<file path="src/rtl/axi_lite_pkg.sv">
// Shared definitions for the AXI4-Lite register slave: response codes,
// FSM state encodings and address-decode helpers.
package axi_lite_pkg;

  localparam logic [1:0] RESP_OKAY   = 2'b00;
  localparam logic [1:0] RESP_SLVERR = 2'b10;

  // Registers are 32-bit words; the two byte-offset bits are ignored.
  localparam int ADDR_LSB = 2;

  typedef enum logic {
    WR_IDLE,
    WR_RESP
  } wr_state_e;

  typedef enum logic {
    RD_IDLE,
    RD_DATA
  } rd_state_e;

  // Result of decoding a word index against the address map.
  typedef enum logic [1:0] {
    DEC_REG,
    DEC_STATUS,
    DEC_BAD
  } dec_e;

  // Writes succeed only into R/W registers; reads fail only outside the map.
  function automatic logic [1:0] resp_for(input dec_e kind, input logic is_write);
    if (is_write) return (kind == DEC_REG) ? RESP_OKAY : RESP_SLVERR;
    return (kind == DEC_BAD) ? RESP_SLVERR : RESP_OKAY;
  endfunction

endpackage

</file>
<file path="src/rtl/axi_lite_reg_slave_if.sv">
// AXI4-Lite bus bundle between an initiator (master) and this register slave.
interface axi_lite_reg_slave_if #(
  parameter int ADDR_W = 32,
  parameter int DATA_W = 32
);
  localparam int STRB_W = DATA_W / 8;

  logic [ADDR_W-1:0] s_awaddr;
  logic              s_awvalid;
  logic              s_awready;
  logic [DATA_W-1:0] s_wdata;
  logic [STRB_W-1:0] s_wstrb;
  logic              s_wvalid;
  logic              s_wready;
  logic [1:0]        s_bresp;
  logic              s_bvalid;
  logic              s_bready;
  logic [ADDR_W-1:0] s_araddr;
  logic              s_arvalid;
  logic              s_arready;
  logic [DATA_W-1:0] s_rdata;
  logic [1:0]        s_rresp;
  logic              s_rvalid;
  logic              s_rready;

  modport slave (
    input  s_awaddr, s_awvalid, s_wdata, s_wstrb, s_wvalid, s_bready,
           s_araddr, s_arvalid, s_rready,
    output s_awready, s_wready, s_bresp, s_bvalid,
           s_arready, s_rdata, s_rresp, s_rvalid
  );

  modport master (
    output s_awaddr, s_awvalid, s_wdata, s_wstrb, s_wvalid, s_bready,
           s_araddr, s_arvalid, s_rready,
    input  s_awready, s_wready, s_bresp, s_bvalid,
           s_arready, s_rdata, s_rresp, s_rvalid
  );

endinterface

</file>
<file path="src/rtl/axi_lite_reg_bank.sv">
// Register array with byte-strobed synchronous write, a combinational read
// port and a flat view of all registers for fabric-side outputs.
module axi_lite_reg_bank #(
  parameter int DATA_W   = 32,
  parameter int NUM_REGS = 4,
  parameter int IDX_W    = $clog2(NUM_REGS)
) (
  input  logic                       clk,
  input  logic                       resetn,
  input  logic                       we,
  input  logic [IDX_W-1:0]           wr_idx,
  input  logic [DATA_W-1:0]          wdata,
  input  logic [DATA_W/8-1:0]        wstrb,
  input  logic [IDX_W-1:0]           rd_idx,
  output logic [DATA_W-1:0]          rdata,
  output logic [NUM_REGS*DATA_W-1:0] regs_out
);

  logic [DATA_W-1:0] mem [NUM_REGS];

  // Clear on reset, otherwise merge the strobed bytes into the target word.
  always_ff @(posedge clk) begin
    if (!resetn) begin
      for (int i = 0; i < NUM_REGS; i++) mem[i] <= '0;
    end else if (we) begin
      for (int b = 0; b < DATA_W / 8; b++) begin
        if (wstrb[b]) mem[wr_idx][8*b +: 8] <= wdata[8*b +: 8];
      end
    end
  end

  // Read port sees the pre-write value during a same-cycle write.
  assign rdata = mem[rd_idx];

  for (genvar g = 0; g < NUM_REGS; g++) begin : g_flat
    assign regs_out[DATA_W*g +: DATA_W] = mem[g];
  end

endmodule

</file>
<file path="src/rtl/axi_lite_reg_slave.sv">
// AXI4-Lite slave over a small register bank plus one read-only status word.
// Write and read paths run independently; AW and W may arrive in any order.
module axi_lite_reg_slave
  import axi_lite_pkg::*;
#(
  parameter int ADDR_W   = 32,
  parameter int DATA_W   = 32,
  parameter int NUM_REGS = 4
) (
  input  logic                       clk,
  input  logic                       resetn,
  axi_lite_reg_slave_if.slave        bus,
  input  logic [DATA_W-1:0]          status_in,
  output logic [NUM_REGS*DATA_W-1:0] regs_out
);

  localparam int RIDX_W = $clog2(NUM_REGS);
  localparam int WIDX_W = ADDR_W - ADDR_LSB;
  localparam logic [WIDX_W-1:0] NUM_REGS_W = WIDX_W'(NUM_REGS);

  // Classify a full word index: register, status word, or outside the map.
  function automatic dec_e decode(input logic [WIDX_W-1:0] widx);
    if (widx < NUM_REGS_W)  return DEC_REG;
    if (widx == NUM_REGS_W) return DEC_STATUS;
    return DEC_BAD;
  endfunction

  // Byte-offset bits carry no meaning in a word-addressed map.
  logic unused_addr_lsbs;
  assign unused_addr_lsbs = ^{bus.s_awaddr[ADDR_LSB-1:0], bus.s_araddr[ADDR_LSB-1:0]};

  // ---------------- write path ----------------
  wr_state_e           wr_state;
  logic                aw_held, w_held;
  logic [WIDX_W-1:0]   awidx_q;
  logic [DATA_W-1:0]   wdata_q;
  logic [DATA_W/8-1:0] wstrb_q;
  logic                bvalid_q;
  logic [1:0]          bresp_q;

  logic                aw_hs, w_hs, wr_fire, bank_we;
  logic [WIDX_W-1:0]   wr_widx;
  logic [DATA_W-1:0]   wr_data;
  logic [DATA_W/8-1:0] wr_strb;
  dec_e                wr_kind;

  assign bus.s_awready = !aw_held && !bvalid_q;
  assign bus.s_wready  = !w_held && !bvalid_q;
  assign aw_hs         = bus.s_awvalid && bus.s_awready;
  assign w_hs          = bus.s_wvalid && bus.s_wready;

  // A channel counts as available if already held or handshaking right now.
  assign wr_widx = aw_held ? awidx_q : bus.s_awaddr[ADDR_W-1:ADDR_LSB];
  assign wr_data = w_held ? wdata_q : bus.s_wdata;
  assign wr_strb = w_held ? wstrb_q : bus.s_wstrb;
  assign wr_kind = decode(wr_widx);
  assign wr_fire = (wr_state == WR_IDLE) && (aw_held || aw_hs) && (w_held || w_hs);
  assign bank_we = wr_fire && (wr_kind == DEC_REG);

  assign bus.s_bvalid = bvalid_q;
  assign bus.s_bresp  = bresp_q;

  // Write FSM: track held channels, commit once both present, wait for B.
  always_ff @(posedge clk) begin
    if (!resetn) begin
      wr_state <= WR_IDLE;
      aw_held  <= 1'b0;
      w_held   <= 1'b0;
      bvalid_q <= 1'b0;
      bresp_q  <= RESP_OKAY;
    end else begin
      case (wr_state)
        WR_IDLE: begin
          if (aw_hs) aw_held <= 1'b1;
          if (w_hs)  w_held  <= 1'b1;
          if (wr_fire) begin
            aw_held  <= 1'b1;
            w_held   <= 1'b1;
            bvalid_q <= 1'b1;
            bresp_q  <= resp_for(wr_kind, 1'b1);
            wr_state <= WR_RESP;
          end
        end
        WR_RESP: begin
          if (bvalid_q && bus.s_bready) begin
            aw_held  <= 1'b0;
            w_held   <= 1'b0;
            bvalid_q <= 1'b0;
            wr_state <= WR_IDLE;
          end
        end
        default: wr_state <= WR_IDLE;
      endcase
    end
  end

  // Capture address and data of whichever channel handshakes first.
  always_ff @(posedge clk) begin
    if (aw_hs) awidx_q <= bus.s_awaddr[ADDR_W-1:ADDR_LSB];
    if (w_hs) begin
      wdata_q <= bus.s_wdata;
      wstrb_q <= bus.s_wstrb;
    end
  end

  // ---------------- read path ----------------
  rd_state_e         rd_state;
  logic              arready_q;
  logic              rvalid_q;
  logic [1:0]        rresp_q;
  logic [DATA_W-1:0] rdata_q;

  logic              ar_hs;
  logic [WIDX_W-1:0] rd_widx;
  dec_e              rd_kind;
  logic [DATA_W-1:0] bank_rdata, rd_word;

  assign ar_hs   = bus.s_arvalid && arready_q;
  assign rd_widx = bus.s_araddr[ADDR_W-1:ADDR_LSB];
  assign rd_kind = decode(rd_widx);

  // Select the word a read would return: register, status, or zero.
  always_comb begin
    rd_word = '0;
    case (rd_kind)
      DEC_REG:    rd_word = bank_rdata;
      DEC_STATUS: rd_word = status_in;
      default:    rd_word = '0;
    endcase
  end

  assign bus.s_arready = arready_q;
  assign bus.s_rvalid  = rvalid_q;
  assign bus.s_rresp   = rresp_q;
  assign bus.s_rdata   = rdata_q;

  // Read FSM: latch data on AR handshake, hold it until R handshake.
  always_ff @(posedge clk) begin
    if (!resetn) begin
      rd_state  <= RD_IDLE;
      arready_q <= 1'b1;
      rvalid_q  <= 1'b0;
      rresp_q   <= RESP_OKAY;
      rdata_q   <= '0;
    end else begin
      case (rd_state)
        RD_IDLE: begin
          if (ar_hs) begin
            rdata_q   <= rd_word;
            rresp_q   <= resp_for(rd_kind, 1'b0);
            rvalid_q  <= 1'b1;
            arready_q <= 1'b0;
            rd_state  <= RD_DATA;
          end
        end
        RD_DATA: begin
          if (rvalid_q && bus.s_rready) begin
            rvalid_q  <= 1'b0;
            arready_q <= 1'b1;
            rd_state  <= RD_IDLE;
          end
        end
        default: rd_state <= RD_IDLE;
      endcase
    end
  end

  axi_lite_reg_bank #(
    .DATA_W   (DATA_W),
    .NUM_REGS (NUM_REGS),
    .IDX_W    (RIDX_W)
  ) u_bank (
    .clk      (clk),
    .resetn   (resetn),
    .we       (bank_we),
    .wr_idx   (wr_widx[RIDX_W-1:0]),
    .wdata    (wr_data),
    .wstrb    (wr_strb),
    .rd_idx   (rd_widx[RIDX_W-1:0]),
    .rdata    (bank_rdata),
    .regs_out (regs_out)
  );

endmodule

</file>
<file path="src/flat_wrapper.sv">
// flat-port wrapper written by rule: the top's interface ports become plain ports
module axi_lite_reg_slave_flat import axi_lite_pkg::*;
#(
  parameter int ADDR_W   = 32,
  parameter int DATA_W   = 32,
  parameter int NUM_REGS = 4
)
  (clk, resetn, status_in, regs_out, bus_s_awaddr, bus_s_awvalid, bus_s_wdata, bus_s_wstrb, bus_s_wvalid, bus_s_bready, bus_s_araddr, bus_s_arvalid, bus_s_rready, bus_s_awready, bus_s_wready, bus_s_bresp, bus_s_bvalid, bus_s_arready, bus_s_rdata, bus_s_rresp, bus_s_rvalid);
  axi_lite_reg_slave_if #(.ADDR_W(ADDR_W), .DATA_W(DATA_W)) bus_i ();
  input  logic clk;
  input  logic resetn;
  input  logic [DATA_W-1:0] status_in;
  output logic [NUM_REGS*DATA_W-1:0] regs_out;
  input wire logic [$bits(bus_i.s_awaddr)-1:0] bus_s_awaddr;
  input wire logic [$bits(bus_i.s_awvalid)-1:0] bus_s_awvalid;
  input wire logic [$bits(bus_i.s_wdata)-1:0] bus_s_wdata;
  input wire logic [$bits(bus_i.s_wstrb)-1:0] bus_s_wstrb;
  input wire logic [$bits(bus_i.s_wvalid)-1:0] bus_s_wvalid;
  input wire logic [$bits(bus_i.s_bready)-1:0] bus_s_bready;
  input wire logic [$bits(bus_i.s_araddr)-1:0] bus_s_araddr;
  input wire logic [$bits(bus_i.s_arvalid)-1:0] bus_s_arvalid;
  input wire logic [$bits(bus_i.s_rready)-1:0] bus_s_rready;
  output wire logic [$bits(bus_i.s_awready)-1:0] bus_s_awready;
  output wire logic [$bits(bus_i.s_wready)-1:0] bus_s_wready;
  output wire logic [$bits(bus_i.s_bresp)-1:0] bus_s_bresp;
  output wire logic [$bits(bus_i.s_bvalid)-1:0] bus_s_bvalid;
  output wire logic [$bits(bus_i.s_arready)-1:0] bus_s_arready;
  output wire logic [$bits(bus_i.s_rdata)-1:0] bus_s_rdata;
  output wire logic [$bits(bus_i.s_rresp)-1:0] bus_s_rresp;
  output wire logic [$bits(bus_i.s_rvalid)-1:0] bus_s_rvalid;
  assign bus_i.s_awaddr = bus_s_awaddr;
  assign bus_i.s_awvalid = bus_s_awvalid;
  assign bus_i.s_wdata = bus_s_wdata;
  assign bus_i.s_wstrb = bus_s_wstrb;
  assign bus_i.s_wvalid = bus_s_wvalid;
  assign bus_i.s_bready = bus_s_bready;
  assign bus_i.s_araddr = bus_s_araddr;
  assign bus_i.s_arvalid = bus_s_arvalid;
  assign bus_i.s_rready = bus_s_rready;
  assign bus_s_awready = bus_i.s_awready;
  assign bus_s_wready = bus_i.s_wready;
  assign bus_s_bresp = bus_i.s_bresp;
  assign bus_s_bvalid = bus_i.s_bvalid;
  assign bus_s_arready = bus_i.s_arready;
  assign bus_s_rdata = bus_i.s_rdata;
  assign bus_s_rresp = bus_i.s_rresp;
  assign bus_s_rvalid = bus_i.s_rvalid;
  axi_lite_reg_slave #(.ADDR_W(ADDR_W), .DATA_W(DATA_W), .NUM_REGS(NUM_REGS)) u_core (.clk(clk), .resetn(resetn), .bus(bus_i), .status_in(status_in), .regs_out(regs_out));
endmodule
</file>
<file path="config.mk">
export PLATFORM = sky130hd
export DESIGN_NAME = axi_lite_reg_slave_flat
export DESIGN_NICKNAME = d
export VERILOG_FILES = /design/src/rtl/axi_lite_pkg.sv /design/src/rtl/axi_lite_reg_slave_if.sv /design/src/rtl/axi_lite_reg_bank.sv /design/src/rtl/axi_lite_reg_slave.sv /design/src/flat_wrapper.sv
export SDC_FILE = /design/constraint.sdc
export NUM_CORES = 1
export LEC_CHECK = 0
export CAP_MARGIN = 30
export CORE_MARGIN = 5
export CORE_UTILIZATION = 44
export CTS_BUF_LIST = sky130_fd_sc_hd__clkbuf_4 sky130_fd_sc_hd__clkbuf_8
export CTS_CLUSTER_DIAMETER = 60
export DETAILED_ROUTE_END_ITERATION = 6
export PLACE_DENSITY = 0.9
export SETUP_SLACK_MARGIN = 0.2
export SLEW_MARGIN = 40
export SYNTH_ARGS = -nofsm -noshare
export SYNTH_HDL_FRONTEND = slang
export SYNTH_SLANG_ARGS = --single-unit
</file>
<file path="constraint.sdc">
create_clock -name clk -period 2.5 [get_ports clk]
set_input_delay 0.25 -clock clk [delete_from_list [all_inputs] [get_ports clk]]
set_output_delay 0.25 -clock clk [all_outputs]
set_load 0.005 [all_outputs]
</file>
# Yosys cells after proc, flatten, opt, wreduce, memory -nomap -nowiden
# Memories as Yosys holds them, arrays and structs flattened.
# Cells that the tools add are included.
dict set report word_totals {
  wordCells 118
  n_memories 1
  reg_bits 109
  latchBits 0
  input_bits 139
  rom_bits 0
  out_inout_bits 169
  mem_bits_rw 128
}
dict set report op_classes {
  n_mul 0
  eq_ne 11
  bitwise_logic 2
  div_mod_pow 0
  n_mux 65
  n_addsub 0
  n_reduce_logical 24
  n_shift 0
  order_cmp 2
}
# memory words word_bits read_ports rd_clocked_by_memory_dff wr line
set memory_table {}
lappend memory_table {u_core.u_bank.mem 4 32 5 0 4 axi_lite_reg_bank.sv:19} ;# logic [DATA_W-1:0] mem [NUM_REGS];
# cell count
set op_table {}
lappend op_table {{two-way mux 32 bit} 2}
lappend op_table {{one-hot mux 32 bit (2 select lines)} 1}
lappend op_table {{equality test 30 x 3 -> 1 bit, second input constant} 2}
lappend op_table {{< comparator 30 x 3 -> 1 bit, second input constant} 2}
lappend op_table {{two-way mux 1 bit} 39}
lappend op_table {{OR reduction 32 bit} 1}
lappend op_table {{two-way mux 30 bit} 1}
lappend op_table {{two-way mux 2 bit} 13}
lappend op_table {{one-hot mux 1 bit (2 select lines)} 7}
lappend op_table {{AND reduction 2 bit} 6}
lappend op_table {{logical AND 1 bit} 10}
lappend op_table {{two-way mux 4 bit} 2}
lappend op_table {{!= test 3 x 1 -> 1 bit, second input constant} 2}
lappend op_table {{equality test 2 bit, second input constant} 2}
lappend op_table {{zero test 2 bit} 2}
lappend op_table {{!= test 2 x 1 -> 1 bit, second input constant} 2}
lappend op_table {{!= test 2 bit, second input constant} 2}
lappend op_table {{zero test 1 bit} 3}
lappend op_table {{equality test 2 x 1 -> 1 bit, second input constant} 1}
lappend op_table {{logical OR 1 bit} 2}
lappend op_table {{NOT 1 bit} 2}

# Depth between registers and ports, before layout
dict set report logic_depth {
  depth_word 13
  mapped_depth 9
  ltp_nobuf 5
}

# Cells and area by module
# Synthesis repeated with hierarchy kept, for this count alone.
dict set report unflattened {
  cells_unflattened 742
  area_unflattened_um2 10512.6
}
# mod seq_area_each_um2 cells_per_inst instances area_per_inst_um2
set modules_own_cells {}
lappend modules_own_cells {axi_lite_reg_bank 3843.7 397 1 5790.6}
lappend modules_own_cells {axi_lite_reg_slave 2802.7 345 1 4722.0}

# Worst setup path before layout
# OpenSTA, ideal clock, no wires.
dict set report synth_timing {
  path_type {reg-to-reg}
  start {register u_core.w_held}
  end {memory u_core.u_bank.mem[3][0] (enable)}
  period_less_slack_ns 2.545
  arrival_ns 2.158
  required_ns 2.113
  path_stages_with_launch 8
  path_slack_ns -0.045
  setup_ns 0.387
  path_buffers 2
  cell_sequence {dfxtp_1 -> buf_4 -> buf_4 -> o22a_1 -> nand3_1 -> a21oi_1 -> o21ai_1 -> o31ai_1}
}
# item line
set synth_lines {}
lappend synth_lines {{start: declaration} axi_lite_reg_slave.sv:34} ;# logic aw_held, w_held;
lappend synth_lines {{start signal: assignment} axi_lite_reg_slave.sv:68} ;# w_held <= 1'b0;
lappend synth_lines {{start signal: assignment} axi_lite_reg_slave.sv:75} ;# if (w_hs) w_held <= 1'b1;
lappend synth_lines {{start signal: assignment} axi_lite_reg_slave.sv:78} ;# w_held <= 1'b1;
lappend synth_lines {{end: declaration} axi_lite_reg_bank.sv:19}

==> results.ini <==
[run_status]
status=completed

[worst_setup_path]
critPathTopFamily=compound AO/OA/AOI/OAI gates
cp-end-kind=flip-flop
cp_slowest_cell=dfxtp_2
cp_data_arrival_time_ns=2.64
path_cells=o22a_1, nand3_2, a2111oi_4, buf_4, o2111ai_4, buf_8, nor3_2
worstSetupPathType=reg -> reg
cp.required_ns=2.87
crit_fanout=11
critPathMaxStageDelay_ns=0.48
crit_cells=7
r2r_cells=7
cp-start-kind=flip-flop
path_buf_inv=2

[yosys]
yosysWarnings=0
synth-async-reset-ratio_pct=0
synth_seq_area_share_pct=65.95
synth_seq_cells=235
synth.distinct_cells=41
synth_area_leaders=edfxtp_1, dfxtp_1, mux4_2, nor3_1, mux2i_1
avgSynthCellArea_um2=13.51
synth.largest_area_cell=edfxtp_1
synth_top_area_share_pct=57.81
synth_edf_count=194
synth_area_mm2=0.01008
synthCells=746
synth_ff_type=edfxtp_1

[timing]
max_freq_mhz=440.4
setup_violations=0
fin_crit_sh_pct=90.83
period_needed_ns=2.271
grt_setup_unrepaired=yes
fin_worst_skew_ns=0.03177
hold_viol=0
drv_slew=0
worst_slew_pin_slew_ns=0.7810
relSlewSlack_pct=47.93

[layout]
layout-drive-gt1-share_pct=23.80
syn2layout_area_growth_pct=52.26
stdcell_area_mm2=0.01534
fin_nets=1233
fin_cells=1408
fill_cells=1541

[clock_tree]
worstSkewPairLatency_ns=0.54
clkSinkCount=235
clkTransAtPathRegs_ns=0.06
root_buffer=clkbuf_8
cts_tree=done
htree_levels=2
hold_buffers=0
cts_inserted_buffers=40
clockBufferDepth=3

[placement]
gp_congestion=0.8719
place_area_mm2=0.01385
io_buffer_count=301
dpl.hpwl_um=23420
dp.cells=1325

[floorplan]
core_area_mm2=0.02257
initial_core_util_pct=44.65
boundaryPins=308
die_x_um=161.3
dieArea_mm2=0.02603
row_count=55
die_h_um=161.3

[global_routing]
globalRouteTotalUtil_pct=23.98
gr-total-overflow=0
grt_pass1_wl_um=48380
grt_pass1_vias=8288
antenna_found_initial=2
grt_max_degree=69

[power_and_ir_drop]
ir_drop_v=0.0004806
leakage_uw=0.005038
power_density_mw_per_mm2=626.2
total_power_uw=9609

[route]
drc=0
ant_nets=0
drt_wl_total_um=33260
num_vias=8190
drt_first_pass_iters=5
viasPerCell=5.817
wl_per_cell_um=23.62
drtIter0Drc=813

[worst_hold_path]
min_path_cells=4
hp-class=in -> reg

[run]
drv_cap=0

synthesized netlist by cell type (4+ instances only):
library cell and count:
a31oi_1 34, a21oi_1 8, buf_1 7, nor2_1 51, nand4_1 38, nor3_1 103, o211ai_1 4, o2111ai_2 4
dfxtp_1 41, nand2_1 49, o31ai_1 4, buf_4 4, nor4_1 14, mux4_2 32, o21ai_0 35, o211ai_2 4
mux2i_1 37, clkbuf_1 47, nor2b_1 5, edfxtp_1 194
per-stage QoR:
stage | setup slack [ns] | TNS [ns] | hold WS (ns) | util (%)
3_3_place_gp | -0.2840 | -21.99 | 0.4817 | 61.38
2_1_floorplan | 0.08161 | 0 | 0.3489 | -
5_1_grt | 0.09046 | 0 | 0.1916 | 67.98
3_5_place_dp | -0.4168 | -51.70 | 0.4925 | 61.38
4_1_cts | 0.1707 | 0 | 0.1475 | 65.67
6_report | 0.2292 | 0 | 0.1876 | 67.98
layout by cell type, fill, tap and decap left out, types with 5 or more instances in the layout:
cell type	Yosys	final
a21oi_1	8	7
a31oi_1	34	34
buf_12	0	13
buf_4	4	36
buf_6	1	11
clkbuf_4	0	15
clkbuf_8	0	43
clkdlybuf4s50_1	0	298
clkinv_1	0	6
dfxtp_1	41	39
edfxtp_1	194	194
mux2i_1	37	37
mux4_2	32	32
nand2_1	49	41
nand2_4	0	5
nand4_1	38	38
nor2_1	51	49
nor2b_1	5	5
nor3_1	103	45
nor3_2	1	50
nor3_4	0	9
nor4_1	14	10
o21ai_0	35	35
worst min-delay path: stages:
cell and delay, ns:
buf_2 0.12, inv_1 0.07, buf_4 0.18, nor2_1 0.06
sequential cells by signal, summed over array words and instances (netlist names), 4 cells and up:
register            cells
u_core.awidx_q         30
u_core.u_bank.mem     128
u_core.bus.s_rdata     32
u_core.wdata_q         32
u_core.wstrb_q          4
report_power, final:
| part | total (uW) | internal [uW] | switching [uW] |
|---|---|---|---|
| Combinational | 1480 | 758 | 717 |
| Clock | 3450 | 1910 | 1540 |
| Sequential | 4680 | 4530 | 155 |
| Total | 9610 | 7200 | 2410 |
path summary, 6_finish.rpt:
kind                                  end       startpoint  slack [ns]
setup / recovery  u_core.u_bank.mem[2][3]    u_core.w_held        0.23
hold reg to reg           u_core.wr_state  u_core.wr_state        0.50
setup reg to reg  u_core.u_bank.mem[2][3]    u_core.w_held        0.23
hold / removal              u_core.w_held           resetn        0.19
per-layer routing:
| layer | vias to the layer above | global-route usage, % | share of wire, % |
|---|---|---|---|
| li1 | 3642 | - | - |
| met1 | 3978 | 28.28 | 37 |
| met2 | 477 | 41.42 | 50 |
| met3 | 91 | 6.507 | 8.7 |
| met4 | 2 | 10.28 | 4.6 |
| met5 | - | 0 | 0.060 |
kinds of logic after synthesis:
family	after synthesis	share of synthesized area [%]
compound gates	102	6.829
buf+inv	64	2.632
other cells	1	0.03721
mux	70	10.94
simple gates	274	13.61
flops	235	65.95
layout make-up:
| class | instances | area, um^2 | share of cell area [%] |
|---|---|---|---|
| multi-input combinational | 448 | 3784 | 24.66 |
| timing repair buffer | 366 | 3747 | 24.42 |
| sequential | 235 | 6651 | 43.35 |
| clock buffer | 58 | 704.4 | 4.591 |
| antenna | 1 | 2.502 | 0.01631 |
| clock inverter | 12 | 86.33 | 0.5627 |
| inverter | 3 | 11.26 | 0.07339 |
| tap | 285 | 356.6 | 2.324 |
repair_timing:
| item | in CTS | in global routing |
|---|---|---|
| pin swaps | 6 | 15 |
| cloned | 1 | 3 |
| gates resized for setup | 28 | 81 |
| buffers inserted | 3 | 5 |
| endpoints found under the hold margin | 0 | 0 |
| setup endpoints to repair | 180 | 229 |
Note: power is estimated with default switching activity, not from simulation.
